## config.mk

```make
export PLATFORM = sky130hd
export DESIGN_NAME = rotate_sequencer
export DESIGN_NICKNAME = d
export VERILOG_FILES = /design/src/rtl/rotate_sequencer.sv
export SDC_FILE = /design/constraint.sdc
export NUM_CORES = 1
export LEC_CHECK = 0
export BUFFER_PORTS_ARGS = -buffer_cell sky130_fd_sc_hd__buf_2
export CORE_UTILIZATION = 52
export CTS_BUF_LIST = sky130_fd_sc_hd__clkbuf_8
export DETAILED_ROUTE_END_ITERATION = 7
export PLACE_DENSITY = 0.89
export SETUP_SLACK_MARGIN = 0.3
export SYNTH_ARGS = -nofsm -noshare
export SYNTH_HDL_FRONTEND = slang
export SYNTH_SLANG_ARGS = --single-unit
```

## constraint.sdc

```tcl
create_clock -name clk -period 1.44 [get_ports clk]
set_input_delay 0.144 -clock clk [delete_from_list [all_inputs] [get_ports clk]]
set_output_delay 0.144 -clock clk [all_outputs]
set_load 0.01 [all_outputs]
```

## src/rtl/rotate_sequencer.sv

```systemverilog
// Command sequencer for the mux/register/rotate datapath: select an operand, load it,
// rotate it one bit per cycle in the chosen direction, then pulse done.
module rotate_sequencer #(
  parameter int unsigned DATA_WIDTH = 8,
  parameter int unsigned CNT_WIDTH  = 4
) (
  input  logic                  clk,
  input  logic                  rst,
  input  logic [DATA_WIDTH-1:0] a,
  input  logic [DATA_WIDTH-1:0] b,
  input  logic                  cmd_valid,
  output logic                  cmd_ready,
  input  logic                  cmd_src,
  input  logic                  cmd_dir,
  input  logic [CNT_WIDTH-1:0]  cmd_count,
  input  logic                  abort,
  output logic                  sel,
  output logic                  r_l,
  output logic                  busy,
  output logic                  done,
  output logic [DATA_WIDTH-1:0] q
);

  typedef enum logic [1:0] {StIdle, StLoad, StRotate, StDone} state_e;

  state_e                state_q, state_d;
  logic                  src_q, src_d;
  logic                  dir_q, dir_d;
  logic [CNT_WIDTH-1:0]  count_q, count_d;
  logic [CNT_WIDTH-1:0]  rem_q, rem_d;
  logic [DATA_WIDTH-1:0] q_d;

  always_comb begin
    state_d = state_q;
    src_d   = src_q;
    dir_d   = dir_q;
    count_d = count_q;
    rem_d   = rem_q;
    q_d     = q;
    unique case (state_q)
      StIdle: begin
        if (cmd_valid) begin
          src_d   = cmd_src;
          dir_d   = cmd_dir;
          count_d = cmd_count;
          state_d = StLoad;
        end
      end
      StLoad: begin
        // abort leaves q untouched so the partial value stays visible
        if (abort) begin
          state_d = StIdle;
        end else begin
          q_d     = src_q ? b : a;
          rem_d   = count_q;
          state_d = (count_q == '0) ? StDone : StRotate;
        end
      end
      StRotate: begin
        if (abort) begin
          state_d = StIdle;
        end else begin
          q_d   = dir_q ? {q[DATA_WIDTH-2:0], q[DATA_WIDTH-1]} : {q[0], q[DATA_WIDTH-1:1]};
          rem_d = rem_q - CNT_WIDTH'(1);
          if (rem_q == CNT_WIDTH'(1)) state_d = StDone;
        end
      end
      StDone: begin
        state_d = StIdle;
      end
      default: begin
        state_d = StIdle;
      end
    endcase
  end

  always_ff @(posedge clk) begin
    if (rst) begin
      state_q <= StIdle;
      src_q   <= 1'b0;
      dir_q   <= 1'b0;
      count_q <= '0;
      rem_q   <= '0;
      q       <= '0;
    end else begin
      state_q <= state_d;
      src_q   <= src_d;
      dir_q   <= dir_d;
      count_q <= count_d;
      rem_q   <= rem_d;
      q       <= q_d;
    end
  end

  assign busy      = (state_q != StIdle);
  assign cmd_ready = (state_q == StIdle);
  assign done      = (state_q == StDone);
  assign sel       = busy & src_q;
  assign r_l       = busy & dir_q;

endmodule

```

After elaboration in Yosys (flattened, before gate mapping). Cells that the tools add are included.

Flip-flop bits (word level): 20. Bits of input ports: 26. Output and inout bits: 13. Word-level logic and storage cells: 38.

Add/sub/neg operators: 1. Eq/ne operators: 8. Multiplexer cells: 14. Bitwise gates (word level): 2. Reduce and logical (&&, ||, !) cells: 7.

Operators with widths (number): $mux 8 (4); $pmux 8 s2 (1); $mux 2 (4); $mux 4 (2); $pmux 2 s4 (1); $pmux 4 s2 (1); $ne 2x2->1 const B (3); $eq 2x2->1 const B (2); $eq 4x1->1 const B (1); $logic_not 4->1 (1); $reduce_and 2->1 (2); $reduce_bool 2->1 (2); $sub 4x1->4 const B (1); $ne 3x3->1 const B (1); $reduce_and 3->1 (1); $and 1x1->1 (2); $eq 2x1->1 const B (1); $logic_not 2->1 (1); $mux 1 (1).

Logic depth before layout (Yosys ltp).
Depth after elaboration: 4. Mapped depth: 5. Depth with buffers taken out: 5.

Least setup slack after synthesis. Ideal clock, no wire load.

Kind: register -> register. Start: register rem_q[0]. End: register rem_q[1]. Data arrival time: 1253 ps. Setup slack: 116 ps. Stages on the path, launching flop included: 6. Period minus slack after synthesis: 1324 ps. Path through: dfxtp_1 -> inv_1 -> ha_1 -> and3b_1 -> a2111o_1 -> a21oi_1.

Longest elaborated chain between the ends: 3.

RTL lines: from (decl) (line 30) `logic [CNT_WIDTH-1:0] rem_q, rem_d;`; from (signal assigned) (line 90) `rem_q <= rem_d;`; $sub 4x1->4 (line 64) `rem_d = rem_q - CNT_WIDTH'(1);`; $mux 4 (line 60) `if (abort) begin`; $pmux 4 s2 (line 40) `unique case (state_q)`.

No other way between the ends. The select of a mux whose other input is x is not followed. A chain may end at the register's enable or synchronous reset.

Worst setup path in the final report.
Start: register state_q[1]. End: register rem_q[0].

Longest elaborated chain between the ends: 3. Elaborated cells on any way between the ends: 7.

RTL lines: from (decl) (line 26) `state_e state_q, state_d;`; from (signal assigned) (line 79) `state_q <= StIdle;`; from (signal assigned) (line 86) `state_q <= state_d;`; $eq 2x1->1 / $eq 2x2->1 (equally long branches) (line 40); $ne 2x2->1 (no source line) / $reduce_bool 2->1 (equally long branches); $reduce_and 3->1 (no source line).

Several ways; a longest one is shown, not always the timed one.

==> impl_metrics.tcl <==
set metrics [dict create \
    status "complete, no violations" \
    placed_cells 202 \
    arrival_ns 1.59 \
    rsz0062_at_grt "true" \
    rows 16 \
    clockBufferDepth 2 \
    crit_path_max_incr_delay_ns 0.55 \
    die_h_um 49.5 \
    max_freq_mhz 713 \
    final_net_count 214 \
    grt.total_usage 0.337 \
    grt_pass1_vias 1293 \
    cts_buffers 3 \
    setup_violations 0 \
    final_common_cell "buf_2" \
    met2_usage 0.557 \
    wire_per_inst_um 20.4 \
    stdcell_count 212 \
    p_per_area_nw_per_um2 870 \
    clk_latency_ns 0.26 \
    drt_wl_total_um 4330 \
    grt_use_met3 0.0895 \
    synth.distinct_cells 33 \
    htreeDepth 1 \
    die_w_um 49.5 \
    synth-seq-area-share 0.342 \
    crit_buf_inv 1 \
    slew_violations 0 \
    yosysWarnings 0 \
    peakVddDrop_mv 1.06 \
    leakagePower_nw 0.735 \
    initial_core_util 0.574 \
    cp.required_ns 1.63 \
    ctsHoldBuffers 0 \
    syn_inst 136 \
    critPathTopFamily "simple AND/OR/NAND/NOR gates" \
    setup-tns-final_ns 0 \
    vias 1341 \
    antenna_cells 0 \
    area_growth_pct 52.8 \
    grt_overflow_total 0 \
    placeableCoreArea_um2 2040 \
    port_buffers 38 \
    period_share 0.973 \
    hold_viol 0 \
    period_needed_ns 1.40 \
    path_cells "buf_6 > nor2b_4 > or4b_4 > a31oi_4" \
    synth_nets 164 \
    final_layout_size_suffix_gt1_frac 0.541 \
    clock-root-buffer "clkbuf_8" \
    grt_start_max_net_pins 17 \
    max_slew_margin 0.760 \
    drc 0 \
    antenna_found_initial 0 \
    gp_congestion 0.821 \
    place_worst_setup_slack_ns 0.0317 \
    dieArea_um2 2450 \
    slowest_stage "or4b_4" \
    use_met1 0.414 \
    setup_slack_ns 0.0384 \
    critPathKind "reg -> reg" \
    grt_first_pass_wirelength_um 6220 \
    synth_area_um2 1170 \
    grt.busiest_layer "met2" \
    dr.pass1.iters 4 \
    ios 39 \
    worst-path-max-fanout 5 \
    path_clk_slew_ns 0.08 \
    antenna_left 0 \
    cp-start-kind "register" \
    min_path_type "in -> reg" \
    layout_common_cells "37 x buf_2, 19 x nor2b_1, 16 x dfxtp_1" \
    ys_seq_elements 20 \
    synth.avg_cell_area_um2 8.61 \
    viasPerCell 6.33 \
    end_kind "register" \
    skew_ns 0.00140 \
    drt_iter0_drc 20 \
    tritoncts "done" \
    cts_sinks 20 \
    drv_cap 0 \
    worst_slew_pin_slew_ns 0.356 \
    dp_hpwl_um 2220 \
]
-- tightest hold or removal path: cells and delay by family --
kind	cells	cell delay [ns]
muxes	1	0.05
and+or+nand+nor	1	0.07
buffers and inverters	1	0.07
-- repair_timing --
action                                  in CTS  in global routing
buffers inserted                             5                  0
endpoints found under the setup margin      25                 25
endpoints found under the hold margin        0                  0
pin swaps                                    9                  5
gates resized for setup                     23                 27
cloned                                       1                  0
-- cell type report --
type                            count  area [um^2]
Multi-Input combinational cell     98          926
Sequential cell                    20          405
Timing Repair Buffer               56          343
Fill cell                          88          253
Clock buffer                        4         55.1
Tap cell                           27         33.8
Inverter                            7         26.3
-- cell families (layout without fill, tap and decap cells) --
logic type	count (synthesis)	count (layout)	share of synthesized area
AOI/OAI and AO/OA	46	46	0.286
and+or+nand+nor	42	43	0.224
DFF	20	20	0.342
buffers and inverters	19	67	0.0673
muxes	6	6	0.0513
adders and majority gates	2	2	0.0214
xor gates and xnor gates	1	1	0.00748
-- Yosys cell counts --
library cell  number  share of area
buf_1              1         0.0032
a2111o_1           1         0.0096
a211oi_1          17           0.11
o41ai_1            1         0.0075
nor2_1             8          0.026
o21ai_0            3          0.013
o311ai_0           1         0.0075
buf_2              5          0.021
a31oi_1            1         0.0053
clkbuf_2           1         0.0043
inv_1              6          0.019
dfxtp_1           20           0.34
clkbuf_1           5          0.016
nor3b_1            2          0.013
nor4bb_1           2          0.017
or3_1              3          0.016
nor2b_1           20           0.11
mux2i_1            6          0.051
and3b_1            1         0.0075
nor3_1             1         0.0043
a21oi_1            4          0.017
o32ai_1            1         0.0075
or4b_1             1         0.0085
ha_1               2          0.021
nor4b_1            1         0.0075
and2_1             1         0.0053
xnor2_1            1         0.0075
or3b_2             1         0.0075
nand2b_1           1         0.0053
o31ai_1            8          0.051
a2bb2oi_1          1         0.0075
clkinv_1           1         0.0032
o211ai_1           8          0.051
-- per-stage QoR --
stage	instance area, um^2	util	power (mW)	hold slack (ns)
2_1_floorplan	1190	-	0.840	0.246
5_1_grt	1790	0.876	1.60	0.116
6_report	1790	0.876	1.56	0.111
3_3_place_gp	1450	0.709	0.958	0.378
3_5_place_dp	1450	0.709	0.975	0.385
4_1_cts	1640	0.802	1.46	0.115
-- registers in the layout, indices dropped and copies added, names as in the netlist --
register,flops
state_q,2
dir_q,1
q,8
rem_q,4
src_q,1
count_q,4
-- where the power goes --
part	leakage (nW)	switching [mW]	total, mW	internal (mW)
Clock	0.0288	0.203	0.447	0.244
Sequential	0.165	0.0428	0.634	0.591
Combinational	0.541	0.256	0.476	0.221
-- routing by layer --
metal,wire [um],part of all wire,vias to the layer above
li1,-,-,606
met5,0,0,-
met3,354,0.082,20
met2,2040,0.47,79
met4,148,0.034,0
met1,1790,0.41,636
-- worst paths after layout --
check | start | end | slack (ns) | depth (start not counted)
min | cmd_count[2] | count_q[2] | 0.11 | 3
min reg2reg | rem_q[1] | rem_q[1] | 0.50 | 2
max reg2reg | state_q[1] | rem_q[0] | 0.04 | 4
max | state_q[1] | rem_q[0] | 0.04 | 4
No activity file was read; power rests on OpenSTA's default activity.
